File: src/rtl/receive_pkg.sv
// Shared 1000BASE-X PCS definitions: code-group constants, state
// encodings and helpers used by the receive and transmit paths.
package receive_pkg;

    localparam logic [7:0] K28_5   = 8'hBC;
    localparam logic [7:0] K27_7_S = 8'hFB;
    localparam logic [7:0] K29_7_T = 8'hFD;
    localparam logic [7:0] K23_7_R = 8'hF7;
    localparam logic [7:0] K30_7_V = 8'hFE;
    localparam logic [7:0] D_I1    = 8'hC5;
    localparam logic [7:0] D_I2    = 8'h50;

    localparam logic [7:0] RXD_PREAMBLE = 8'h55;
    localparam logic [7:0] RXD_FALSE_CS = 8'h0E;

    // Transmit side: configuration ordered-set data and xmit modes
    localparam logic [7:0] D21_5_C1 = 8'hB5;
    localparam logic [7:0] D2_2_C2  = 8'h42;

    typedef enum logic [1:0] {
        XMIT_IDLE,
        XMIT_CONFIG,
        XMIT_DATA
    } xmit_t;

    typedef struct packed {
        logic [7:0] octet;
        logic       is_k;
        logic       valid;
    } cg_t;

    localparam cg_t CG_RESET = '{octet: 8'h00, is_k: 1'b0, valid: 1'b1};

    typedef enum logic [3:0] {
        LINK_FAILED,
        WAIT_FOR_K,
        RX_K,
        IDLE_D,
        FALSE_CARRIER,
        START_OF_PACKET,
        RECEIVE,
        RX_DATA_ERROR,
        EARLY_END,
        TRI_RRI
    } rx_state_t;

    function automatic logic cg_is_k(input cg_t cg, input logic [7:0] code);
        return cg.valid && cg.is_k && (cg.octet == code);
    endfunction

    function automatic logic cg_is_d(input cg_t cg);
        return cg.valid && !cg.is_k;
    endfunction

    function automatic logic cg_is_idle_d(input cg_t cg);
        return cg_is_d(cg) && ((cg.octet == D_I1) || (cg.octet == D_I2));
    endfunction

endpackage

File: src/rtl/receive_lookahead.sv
// Three-deep code-group shift register: LA2 -> LA1 -> CUR, giving the
// receive FSM two code-groups of lookahead for /T/R/K28.5 detection.
module rx_lookahead
    import receive_pkg::*;
(
    input  logic i_clk,
    input  logic i_rst,
    input  cg_t  i_cg,
    output cg_t  o_cur,
    output cg_t  o_la1,
    output cg_t  o_la2
);

    cg_t r_la2;
    cg_t r_la1;
    cg_t r_cur;

    always_ff @(posedge i_clk) begin
        if (i_rst) begin
            r_la2 <= CG_RESET;
            r_la1 <= CG_RESET;
            r_cur <= CG_RESET;
        end else begin
            r_la2 <= i_cg;
            r_la1 <= r_la2;
            r_cur <= r_la1;
        end
    end

    assign o_cur = r_cur;
    assign o_la1 = r_la1;
    assign o_la2 = r_la2;

endmodule

File: src/rtl/receive.sv
// 1000BASE-X PCS receive: converts decoded code-groups into GMII
// RXD/RX_DV/RX_ER with registered outputs.
module receive
    import receive_pkg::*;
(
    input  logic       GTX_CLK,
    input  logic       mr_main_reset,
    input  logic       sync_status,
    input  logic [7:0] rx_octet,
    input  logic       rx_is_k,
    input  logic       rx_code_valid,
    output logic [7:0] RXD,
    output logic       RX_DV,
    output logic       RX_ER,
    output logic       receiving
);

    cg_t       w_in;
    cg_t       w_cur;
    cg_t       w_la1;
    cg_t       w_la2;
    rx_state_t r_state;
    rx_state_t w_nxt;
    logic [7:0] r_rxd;
    logic       r_dv;
    logic       r_er;
    logic       r_rcv;
    logic [7:0] w_rxd;
    logic       w_dv;
    logic       w_er;
    logic       w_rcv;
    logic       w_end_trr;

    assign w_in = {rx_octet, rx_is_k, rx_code_valid};

    rx_lookahead u_la (
        .i_clk (GTX_CLK),
        .i_rst (mr_main_reset),
        .i_cg  (w_in),
        .o_cur (w_cur),
        .o_la1 (w_la1),
        .o_la2 (w_la2)
    );

    assign w_end_trr = cg_is_k(w_cur, K29_7_T) &&
                       cg_is_k(w_la1, K23_7_R) &&
                       cg_is_k(w_la2, K28_5);

    // Each state's outputs are registered on the edge that enters it, so
    // the state register names the code-group just consumed and CUR
    // already holds the next one.
    always_comb begin
        w_nxt = r_state;
        w_rxd = 8'h00;
        w_dv  = 1'b0;
        w_er  = 1'b0;
        w_rcv = 1'b0;
        if (!sync_status) begin
            w_nxt = LINK_FAILED;
            w_dv  = r_rcv;
            w_er  = r_rcv;
        end else begin
            unique case (r_state)
                LINK_FAILED: begin
                    w_nxt = WAIT_FOR_K;
                end
                WAIT_FOR_K: begin
                    if (cg_is_k(w_cur, K28_5))
                        w_nxt = RX_K;
                end
                RX_K, EARLY_END: begin
                    // EARLY_END already consumed the comma
                    w_nxt = cg_is_idle_d(w_cur) ? IDLE_D : WAIT_FOR_K;
                end
                IDLE_D: begin
                    if (cg_is_k(w_cur, K28_5)) begin
                        w_nxt = RX_K;
                    end else if (cg_is_k(w_cur, K27_7_S)) begin
                        w_nxt = START_OF_PACKET;
                        w_dv  = 1'b1;
                        w_rcv = 1'b1;
                        w_rxd = RXD_PREAMBLE;
                    end else begin
                        w_nxt = FALSE_CARRIER;
                        w_er  = 1'b1;
                        w_rxd = RXD_FALSE_CS;
                    end
                end
                FALSE_CARRIER: begin
                    if (cg_is_k(w_cur, K28_5)) begin
                        w_nxt = RX_K;
                    end else begin
                        w_er  = 1'b1;
                        w_rxd = RXD_FALSE_CS;
                    end
                end
                START_OF_PACKET, RECEIVE, RX_DATA_ERROR: begin
                    w_dv  = 1'b1;
                    w_rcv = 1'b1;
                    if (w_end_trr) begin
                        w_nxt = TRI_RRI;
                        w_dv  = 1'b0;
                        w_rcv = 1'b0;
                    end else if (cg_is_k(w_cur, K28_5)) begin
                        w_nxt = EARLY_END;
                        w_er  = 1'b1;
                    end else if (cg_is_d(w_cur)) begin
                        w_nxt = RECEIVE;
                        w_rxd = w_cur.octet;
                    end else begin
                        w_nxt = RX_DATA_ERROR;
                        w_er  = 1'b1;
                    end
                end
                TRI_RRI: begin
                    w_nxt = WAIT_FOR_K;
                end
                default: begin
                    w_nxt = LINK_FAILED;
                end
            endcase
        end
    end

    always_ff @(posedge GTX_CLK) begin
        if (mr_main_reset) begin
            r_state <= LINK_FAILED;
            r_rxd   <= 8'h00;
            r_dv    <= 1'b0;
            r_er    <= 1'b0;
            r_rcv   <= 1'b0;
        end else begin
            r_state <= w_nxt;
            r_rxd   <= w_rxd;
            r_dv    <= w_dv;
            r_er    <= w_er;
            r_rcv   <= w_rcv;
        end
    end

    assign RXD       = r_rxd;
    assign RX_DV     = r_dv;
    assign RX_ER     = r_er;
    assign receiving = r_rcv;

endmodule

File: config.mk
export PLATFORM = sky130hd
export DESIGN_NAME = receive
export DESIGN_NICKNAME = d
export VERILOG_FILES = /design/src/rtl/receive_pkg.sv /design/src/rtl/receive_lookahead.sv /design/src/rtl/receive.sv
export SDC_FILE = /design/constraint.sdc
export NUM_CORES = 1
export LEC_CHECK = 0
export CAP_MARGIN = 10
export CORE_MARGIN = 2
export CORE_UTILIZATION = 50
export DETAILED_ROUTE_END_ITERATION = 10
export GPL_TIMING_DRIVEN = 1
export PLACE_DENSITY_LB_ADDON = 0.3
export SYNTH_ARGS = -nofsm -noshare
export SYNTH_HDL_FRONTEND = slang
export SYNTH_SLANG_ARGS = --single-unit
File: constraint.sdc
create_clock -name GTX_CLK -period 4.9 [get_ports GTX_CLK]
set_input_delay 0.98 -clock GTX_CLK [delete_from_list [all_inputs] [get_ports GTX_CLK]]
set_output_delay 0.98 -clock GTX_CLK [all_outputs]
set_load 0.05 [all_outputs]
# Yosys cells after proc, flatten, opt, wreduce, memory -nomap -nowiden
# Index checks and enable logic that the tools add are counted.
totals:
  regBits: 45
  out_inout_bits: 11
classes:
  eq_ne: 17
  muxes: 28
  bitwise_logic: 1
  n_reduce_logical: 20
ops:
  columns: ["cell", "count"]
  rows:
  - ["$eq A8 B8 Y1 const B", 6]
  - ["$mux W8", 3]
  - ["$pmux W8 S3", 1]
  - ["$pmux W4 S5", 1]
  - ["$eq A4 B3 Y1 const B", 4]
  - ["$mux W4", 4]
  - ["$mux W7", 2]
  - ["$mux W1", 13]
  - ["$logic_and A1 B1 Y1", 12]
  - ["$eq A4 B2 Y1 const B", 2]
  - ["$eq A4 B4 Y1 const B", 2]
  - ["$eq A8 B7 Y1 const B", 1]
  - ["$reduce_or A2 Y1", 4]
  - ["$eq A4 B1 Y1 const B", 1]
  - ["$logic_not A4 Y1", 1]
  - ["$mux W3", 1]
  - ["$pmux W1 S3", 1]
  - ["$reduce_or A3 Y1", 1]
  - ["$mux W2", 1]
  - ["$ne A2 B1 Y1 const B", 1]
  - ["$pmux W1 S2", 1]
  - ["$logic_not A1 Y1", 1]
  - ["$logic_or A1 B1 Y1", 1]
  - ["$not A1 Y1", 1]

# Depth between registers and ports, before layout
logic_depth:
  depth_word: 7
  mapped_depth: 7

# By module
# Synthesis repeated with hierarchy kept, for this count alone.
hier_totals:
  cells_unflattened: 163
  area_unflattened_um2: 1689.1
modules_own_cells:
  columns: ["module", "n_inst", "cells_per_inst", "area_per_inst_um2"]
  rows:
  - ["receive", 1, 100, 879.6]
  - ["rx_lookahead", 1, 63, 809.5]

# Worst setup path after synthesis
# No wires, ideal clock.
synth_path:
  path_kind: "input to register"
  startpoint: "in mr_main_reset"
  endpoint: "reg r_er, in the netlist RX_ER"
  setup_ns: 0.061
  arrival_ns: 2.077
  t_required_ns: 4.839
  path_slack_ns: 2.762
  stages: 5
  path_buffers: 0
  path_cell_list: "nand2b_1 -> or3_1 -> nor2_1 -> a21boi_1 -> a221o_1"
synth_lines:
  columns: ["element", "line", "source"]
  rows:
  - ["start, declared", "receive.sv:7", "input logic mr_main_reset,"]
  - ["end signal, assigned", "receive.sv:136", "r_er <= w_er;"]
  - ["end, declared", "receive.sv:26", "logic r_er;"]

==> metrics.txt <==
TritonCTS clock tree yes; chip width slightly above 60 um; met2 WL 1390 um; Die Span Y 60.9 um; flops & latches, synth 45; root buffer cell clkbuf_4; crit-path max FO 33; first-pass GRT wire length 4440 um; Crit Path Class in2reg; Setup Total Neg Slack 0 ns; Worst R2R Setup Slack approximately 3.0 ns; pin count of the biggest net entering global routing 34; Max Cap Violations 0; initial core utilization 0.530; Highest Signal Layer met4; GR Overflow Total 0; Mapped Nets 169; initial antenna violation count 0; most frequent cells in the layout 45 x dfxtp_1, 29 x nor2b_1, 23 x clkdlybuf4s50_1, 8 x nor2_1, 6 x a21oi_1; Data arrival, critical path between 2 and 3 ns; fraction of layout cells with a size suffix above 1 0.0944; Design Area, Final 1960 sq um; final period utilization 0.526; top cell type's share of synthesized area 0.557; clk_skew 0.00810 ns; Synth area leaders dfxtp_1 56%, nor2b_1 11%, a21o_1 2.3%; Avg Inst Size Synth 10.4 sq um; Yosys warning total 0; vias in the first global route 1071; WL/cell 12.0 um; maximum clock rate 388 MHz; area leader, netlist dfxtp_1; commonest non-fill, non-tap cell in the layout dfxtp_1; post-CTS sizing 0; Boundary Pins 24; worst skew pair latency 0.37 ns; startpoint types primary input; register area share after synthesis 0.557; CP Capture Type flip-flop; DP Area ~1900 sq um; ys async rst share 0; Max transition margin 0.623; Final Instance Count excl. Fillers 224; fin util 0.641; Slew Viols, Final 0; Setup-failing EPs final 0; WP data required 5.22 ns; CTS Sinks 45; H-tree levels 2; Pwr per Cell Area ~320 nW/um^2; Pre-antenna DRT Iters 4; global placer's final weighted congestion around 0.80; Synth-to-Final Area Change 21.1%; mapped cell area 1620 sq um; # diodes 0; core area a little over 3000 sq um; LEAKAGE 0.745 nW; DRC viols 0; cells along the critical path clkdlybuf4s50_1 > buf_4 > nand2b_1 > or3_1 > nor2_1 > a21boi_1 > a221o_1; WL met1 1100 um; Cells after Synth approximately 160; total number of vias 1185; number of enable flip-flop cells after synthesis 0; WL met3 between 150 and 200 um; detailed placer's ending HPWL 2010 um; Num CTS Buffers 5; post-route ant nets 0; Initial DRC Count 22; NumNets Final 192; setup bufs post-CTS 0; Min Clock Period, post-route ~2.6 ns; total track usage 0.167; port buffer count 23; crit-path max cell delay 0.46 ns; worst slew pin tran 0.565 ns; die area 3700 sq um; Main synth FF type dfxtp_1; Clock transition at path regs 0.12 ns; placement row count 20; placed cells 216; Slowest-stage cell, CP or3_1; Synth cell types 42; Peak VDD IR 221 uV; HP Class reg2reg; deepest clock path buffer count 2; Hold Violations, Final 0; hold buffers post-CTS 0; RSZ-0062 raised after global routing false; Post-Route WL 2700 um; via density per instance 5.29; status completed
synthesized netlist by cell type (all sizes together), types with 2 or more instances:
cell type,count
nor4,2
o21ai,2
or3,2
a21oi,6
and3,2
nor4b,2
nor2,9
a211oi,2
a21o,5
nand4,5
inv,2
nor2b,30
or4b,2
clkbuf,7
nand4bb,2
nand4b,3
or2,3
dfxtp,45
nand2b,3
nand2,4
nor3,3
cell families after synthesis:
group,Yosys count,synth area share
AO/OA/AOI/OAI,23,0.101
flip-flops,45,0.557
XOR/XNOR,1,0.00542
buffers and inverters,10,0.0240
AND/OR/NAND/NOR,77,0.312
power by group:
| group | switching, mW | internal [mW] | leakage, nW |
|---|---|---|---|
| Sequential | 0.00598 | 0.376 | 0.368 |
| Combinational | 0.00928 | 0.0168 | 0.335 |
| Clock | 0.117 | 0.109 | 0.0424 |
| Total | 0.132 | 0.502 | 0.745 |
registers in the layout (all words and copies together), names as in the netlist:
name and count:
u_la.o_cur 10, receiving 1, RX_DV 1, r_state 4, u_la.o_la1 10, RX_ER 1, u_la.o_la2 10, RXD 8
worst paths after layout:
| path | from | to | cells past startpoint |
|---|---|---|---|
| setup / recovery | mr_main_reset | RX_ER | 7 |
| hold / removal | u_la.o_la2[0] | u_la.o_la1[0] | 1 |
| setup reg to reg | u_la.o_cur[5] | RX_DV | 5 |
| hold reg to reg | u_la.o_la2[0] | u_la.o_la1[0] | 1 |
critical path, delay by kind of cell:
| family | cells | cell delay (ns) |
|---|---|---|
| AO/OA/AOI/OAI | 2 | 0.43 |
| buffers and inverters | 2 | 0.63 |
| AND/OR/NAND/NOR | 3 | 0.85 |
cell type report:
class                   instances  area, sq um
clock buffers                   6         41.3
clock inverters                 2         38.8
fillers                       261         1090
inverters                       2         7.51
multi-input cells             101          677
flip-flops and latches         45          901
well taps                      44         55.1
repair buffers                 24          238
layer usage:
layer  vias up  track usage
met2        43        0.287
li1        588            -
met1       552        0.182
met5         -            0
met4         0       0.0745
met3         2       0.0661
per-stage QoR:
step                worst slack, ns  hold slack (ns)  power, mW
floorplan                      2.76            0.417      0.403
global placement               2.01            0.425      0.416
detailed placement             1.95            0.433      0.417
CTS                            2.33            0.463      0.640
global route                   2.22            0.477      0.658
finish                         2.32            0.461      0.633
Note: power is estimated with default switching activity, not from simulation.
